--- config.mk ---
export PLATFORM = sky130hd
export DESIGN_NAME = pipe_stall_ctrl
export DESIGN_NICKNAME = d
export VERILOG_FILES = /design/src/rtl/pipe_ctrl_pkg.sv /design/src/rtl/pipe_stall_ctrl_hazard_cmp.sv /design/src/rtl/pipe_stall_ctrl.sv
export SDC_FILE = /design/constraint.sdc
export NUM_CORES = 1
export LEC_CHECK = 0
export CORE_MARGIN = 4
export CORE_UTILIZATION = 44
export CTS_CLUSTER_SIZE = 30
export DETAILED_ROUTE_END_ITERATION = 12
export PLACE_DENSITY = 0.84
export SLEW_MARGIN = 40
export SYNTH_ARGS = -nofsm -noshare
export SYNTH_HDL_FRONTEND = slang
export SYNTH_HIERARCHICAL = 1
export SYNTH_SLANG_ARGS = --single-unit
--- constraint.sdc ---
create_clock -name clk -period 3 [get_ports clk]
set_input_delay 0.45 -clock clk [delete_from_list [all_inputs] [get_ports clk]]
set_output_delay 0.45 -clock clk [all_outputs]
set_load 0.03 [all_outputs]
--- src/rtl/pipe_ctrl_pkg.sv ---
// Shared state encoding and constants for the pipeline stall controller.
package pipe_ctrl_pkg;

  typedef enum logic [1:0] {
    RUN      = 2'd0,
    MDU_WAIT = 2'd1,
    ERR      = 2'd2
  } state_t;

  localparam int unsigned ZERO_REG = 0;

endpackage

--- src/rtl/pipe_stall_ctrl_hazard_cmp.sv ---
// Load-use hazard detector: the EX load writes a register the ID instruction reads.
module hazard_cmp
  import pipe_ctrl_pkg::*;
#(
  parameter int REG_W = 5
) (
  input  logic             ex_is_load,
  input  logic [REG_W-1:0] ex_rt,
  input  logic [REG_W-1:0] id_rs,
  input  logic [REG_W-1:0] id_rt,
  input  logic             id_uses_rt,
  output logic             lu
);

  logic dst_live_s;
  logic rs_hit_s;
  logic rt_hit_s;

  // Writes to the zero register never produce a value, so they cannot cause a hazard.
  assign dst_live_s = (ex_rt != REG_W'(ZERO_REG));
  assign rs_hit_s   = (ex_rt == id_rs);
  assign rt_hit_s   = id_uses_rt && (ex_rt == id_rt);
  assign lu         = ex_is_load && dst_live_s && (rs_hit_s || rt_hit_s);

endmodule

--- src/rtl/pipe_stall_ctrl.sv ---
// Pipeline stall/flush controller with optional MDU wait and timeout handling.
// The MDU_WAIT/ERR path is built only when PIPE_MDU_EN is defined.
module pipe_stall_ctrl
  import pipe_ctrl_pkg::*;
#(
  parameter int REG_W       = 5,
  parameter int CNT_W       = 16,
  parameter int MDU_TIMEOUT = 64
) (
  input  logic             clk,
  input  logic             clrn,
  input  logic [REG_W-1:0] id_rs,
  input  logic [REG_W-1:0] id_rt,
  input  logic             id_uses_rt,
  input  logic [REG_W-1:0] ex_rt,
  input  logic             ex_is_load,
  input  logic             id_mdu_op,
  input  logic             mdu_done,
  input  logic             br_taken,
  output logic             pc_we,
  output logic             ifid_we,
  output logic             ifid_clr,
  output logic             idex_bubble,
  output logic             mdu_start,
  output logic             mdu_err,
  output logic [CNT_W-1:0] stall_cnt,
  output logic [1:0]       state
);

  localparam logic [CNT_W-1:0] TO_LAST   = CNT_W'(MDU_TIMEOUT - 1);
  localparam logic [CNT_W-1:0] STALL_MAX = {CNT_W{1'b1}};

  state_t           state_r;
  state_t           state_nx;
  logic [CNT_W-1:0] stall_r;
  logic             lu_s;
  logic             stall_s;

`ifdef PIPE_MDU_EN
  logic [CNT_W-1:0] wait_r;
  logic [CNT_W-1:0] wait_nx;
`else
  logic unused_s;
  assign unused_s = &{1'b0, id_mdu_op, mdu_done, TO_LAST};
`endif

  hazard_cmp #(
    .REG_W(REG_W)
  ) u_hazard_cmp (
    .ex_is_load (ex_is_load),
    .ex_rt      (ex_rt),
    .id_rs      (id_rs),
    .id_rt      (id_rt),
    .id_uses_rt (id_uses_rt),
    .lu         (lu_s)
  );

  // Next-state decode and combinational pipeline control.
  always_comb begin
    state_nx  = state_r;
    stall_s   = 1'b0;
    ifid_clr  = 1'b0;
    mdu_start = 1'b0;
`ifdef PIPE_MDU_EN
    wait_nx   = wait_r;
`endif
    if (!clrn) begin
      stall_s = 1'b1;
    end else begin
      case (state_r)
        RUN: begin
          if (lu_s) begin
            // The stalled instruction is replayed next cycle, so its branch/MDU request waits too.
            stall_s = 1'b1;
          end else begin
            ifid_clr = br_taken;
`ifdef PIPE_MDU_EN
            if (id_mdu_op) begin
              mdu_start = 1'b1;
              state_nx  = MDU_WAIT;
              wait_nx   = {CNT_W{1'b0}};
            end else begin
              state_nx  = RUN;
            end
`endif
          end
        end
`ifdef PIPE_MDU_EN
        MDU_WAIT: begin
          stall_s = 1'b1;
          if (mdu_done) begin
            state_nx = RUN;
          end else if (wait_r == TO_LAST) begin
            state_nx = ERR;
          end else begin
            wait_nx  = wait_r + CNT_W'(1);
          end
        end
        ERR: begin
          stall_s = 1'b1;
        end
`endif
        default: begin
          stall_s  = 1'b1;
          state_nx = RUN;
        end
      endcase
    end
  end

  assign pc_we       = !stall_s;
  assign ifid_we     = !stall_s;
  assign idex_bubble = stall_s;
  assign stall_cnt   = stall_r;
  assign state       = state_r;

`ifdef PIPE_MDU_EN
  assign mdu_err = (state_r == ERR);
`else
  assign mdu_err = 1'b0;
`endif

  // State register and saturating stall counter.
  always_ff @(posedge clk or negedge clrn) begin
    if (!clrn) begin
      state_r <= RUN;
      stall_r <= {CNT_W{1'b0}};
    end else begin
      state_r <= state_nx;
      if (stall_s && (stall_r != STALL_MAX)) begin
        stall_r <= stall_r + CNT_W'(1);
      end else begin
        stall_r <= stall_r;
      end
    end
  end

`ifdef PIPE_MDU_EN
  // MDU wait-cycle counter.
  always_ff @(posedge clk or negedge clrn) begin
    if (!clrn) begin
      wait_r <= {CNT_W{1'b0}};
    end else begin
      wait_r <= wait_nx;
    end
  end
`endif

endmodule

==> flow_summary.ini <==
[status]
status = complete, no violations

[yosys]
async_reset_ff_share_pct = 100.0
synth_ff_type = dfrtp_1
synth_cell_types = 29
synth_area_leaders = dfrtp_1, xor2_1, xnor2_1
synth-edff-count = 0
yosysWarnings = 6
avgSynthCellArea_um2 = 10.41
syn_area_mm2 = 0.001010
yosys.area.top_type = dfrtp_1
synth_seq_cells = 16
postSynthCellCount = 97
synth_top_area_share_pct = 39.65
ys_seq_area_share_pct = 39.65

[clocking]
htreeDepth = 1
post_cts_resize_count = 0
cts_sinks = 16
cts-root-buf = clkbuf_4
cts_max_path_buffers = 2
cts_buffers = 3
cts.clk_slew.worst_paths_ns = 0.09
ctsHoldBuffers = 0
cts_tree = built
cts_setup_buffers = 0
clk_latency_ns = 0.28

[worst_setup_path]
end_kind = primary output
crit_slowest_cell = clkdlybuf4s50_1
reg2reg_depth = 5
cp_common_cell = clkdlybuf4s50_1
rr_startpoint = stall_cnt[0]
required_ns = 2.55
cp_max_fo = 3
worstReg2RegEnd = stall_cnt[1]
arrival_ns = 2.42
r2r_slack_ns = 1.26
critPathLaunch = ex_rt[3]
crit_chain = clkdlybuf4s50_1 -> xor2_1 -> nor4_2 -> nand3_1 -> a21oi_1 -> nand2b_2 -> clkdlybuf4s50_1
crit_path_start_kind = input port
critPathKind = input port to primary output
endpoint = idex_bubble
cp_slowest_stage_delay_ns = 0.68

[route]
drtPass1Iterations = 4
drt-total-wl_um = 2419
drt_iter0_drc = 19
routed-via-count = 859
drt-wirelength-per-cell_um = 14.40
avgViaCountPerCell = 5.113
drc = 0
ant_nets = 0

[place]
hpwl_um = 1992
port_buffers = 39
place_congestion = 0.7472
place_area_mm2 = 0.001416

[final_layout]
multiInputGateArea_um2 = 579.3
design_area_mm2 = 0.001453
seq_area_um2 = 400.4
drive_above_1_share_pct = 14.29
antennaDiodeCount = 0
fillerInstances = 179
fin_nets = 164
syn2layout_area_growth_pct = 43.87
largest_register_ffs = 16

[sta]
fmax_ghz = 0.3482
finalSetupViolCount = 0
drv_slew = 0
tns_ns = 0
hold_viol_final = 0
finalCritPeriodShare_pct = 95.72
fin_crit_ns = 2.872
holdWs_ns = 0.5342
grt_setup_unrepaired = no
skew_ns = 0.003976

[grt]
globalRouteOverflowTotal = 0
grt.total_usage_pct = 16.49
grt_pass1_wl_um = 4036
grt_pass1_vias = 851
antenna_found_initial = 0
grt_max_degree = 17

[power]
peakVddDrop_uv = 476.1
p_per_area_mw_per_mm2 = 607.7
leakagePower_nw = 0.6100

[flow_run]
drv_cap = 0

[floorplanning]
ioPinCount = 46
die-height_um = 55.91
die_w_um = 55.91
dieArea_mm2 = 0.003125
rows = 17
core_mm2 = 0.002191
start_util_pct = 46.09

[hold_path]
hp-class = register to register
-- per-layer routing --
metal | global-route usage, % | part of all wire [%] | up-vias
li1 | - | - | 422
met1 | 19.45 | 40 | 410
met2 | 29.39 | 54 | 23
met3 | 3.712 | 4.1 | 4
met4 | 5.424 | 2.0 | 0
met5 | 0 | 0 | -
-- where the power goes --
part,internal (W),total [W],switching [W]
Combinational,0.000185,0.000407,0.000222
Clock,0.0000739,0.000138,0.0000641
Sequential,0.000267,0.000338,0.0000710
-- through the flow --
| step | power [W] | instances | utilization, % | setup slack [ns] |
|---|---|---|---|---|
| floorplan | 0.0005745 | 100 | - | 0.5219 |
| global placement | 0.0007358 | 164 | 64.65 | 0.1280 |
| detailed placement | 0.0007509 | 164 | 64.65 | 0.1029 |
| CTS | 0.0008934 | 168 | 66.31 | 0.09981 |
| global route | 0.0009382 | 168 | 66.31 | 0.005589 |
| finish | 0.0008827 | 168 | 66.31 | 0.1285 |
-- critical path, delay by kind of cell --
family	cells	cell delay [ns]
XOR/XNOR	1	0.20
AND/OR/NAND/NOR	3	0.51
AO/OA/AOI/OAI	1	0.13
buffers and inverters	2	1.15
-- worst min path at each step --
stage                  startpoint            end  cells after the start
global route        stall_cnt[14]  stall_cnt[14]                      1
global placement     stall_cnt[0]   stall_cnt[0]                      1
detailed placement  stall_cnt[15]  stall_cnt[15]                      1
finish               stall_cnt[0]   stall_cnt[0]                      1
floorplan                    clrn   stall_cnt[0]                      0
CTS                 stall_cnt[15]  stall_cnt[15]                      1
-- Yosys cell counts, types with 2 or more instances --
library cell,number
nand2_1,7
nor2_1,4
nor4_2,2
nand4_1,7
xnor2_1,10
nand3_1,6
nor3_1,3
dfrtp_1,16
and4_1,2
and4_4,2
buf_4,5
and2_1,3
xor2_1,14
-- kinds of logic (layout without fill, tap and decap cells) --
family	Yosys count	in the layout	synth area share [%]
fa+ha+maj	1	1	1.239
buf+inv	6	46	4.089
simple gates	45	45	30.24
flops	16	16	39.65
other cells	1	4	0.3714
xor+xnor	24	24	20.82
mux	2	2	2.602
compound gates	2	2	0.9904
-- final cells by class --
type	instances	area share, %
Timing Repair Buffer	41	27.39
Multi-Input combinational cell	78	39.88
Sequential cell	16	27.56
Tap cell	28	2.412
Inverter	1	0.2584
Clock buffer	4	2.498
-- placed cells by master (no fill, tap or decap) --
master           count
or4_1                1
and3_1               1
and4_4               2
nor4_2               2
and4_1               2
a21oi_1              1
ha_1                 1
nor2_2               1
clkbuf_4             3
clkbuf_8             1
nor4_4               1
nand2b_2             1
conb_1               4
and2_1               3
mux2_4               1
xnor2_1             10
clkdlybuf4s50_1     36
nor4b_2              1
nand4_2              1
inv_2                1
o21ai_1              1
xor2_1              14
nand2_1              7
buf_4                5
nand4_1              7
mux2_1               1
nand3_1              6
dfrtp_1             16
nand3b_1             1
nor2_1               4
nor4_1               1
nor3_1               3
Note: power is estimated with default switching activity, not from simulation.
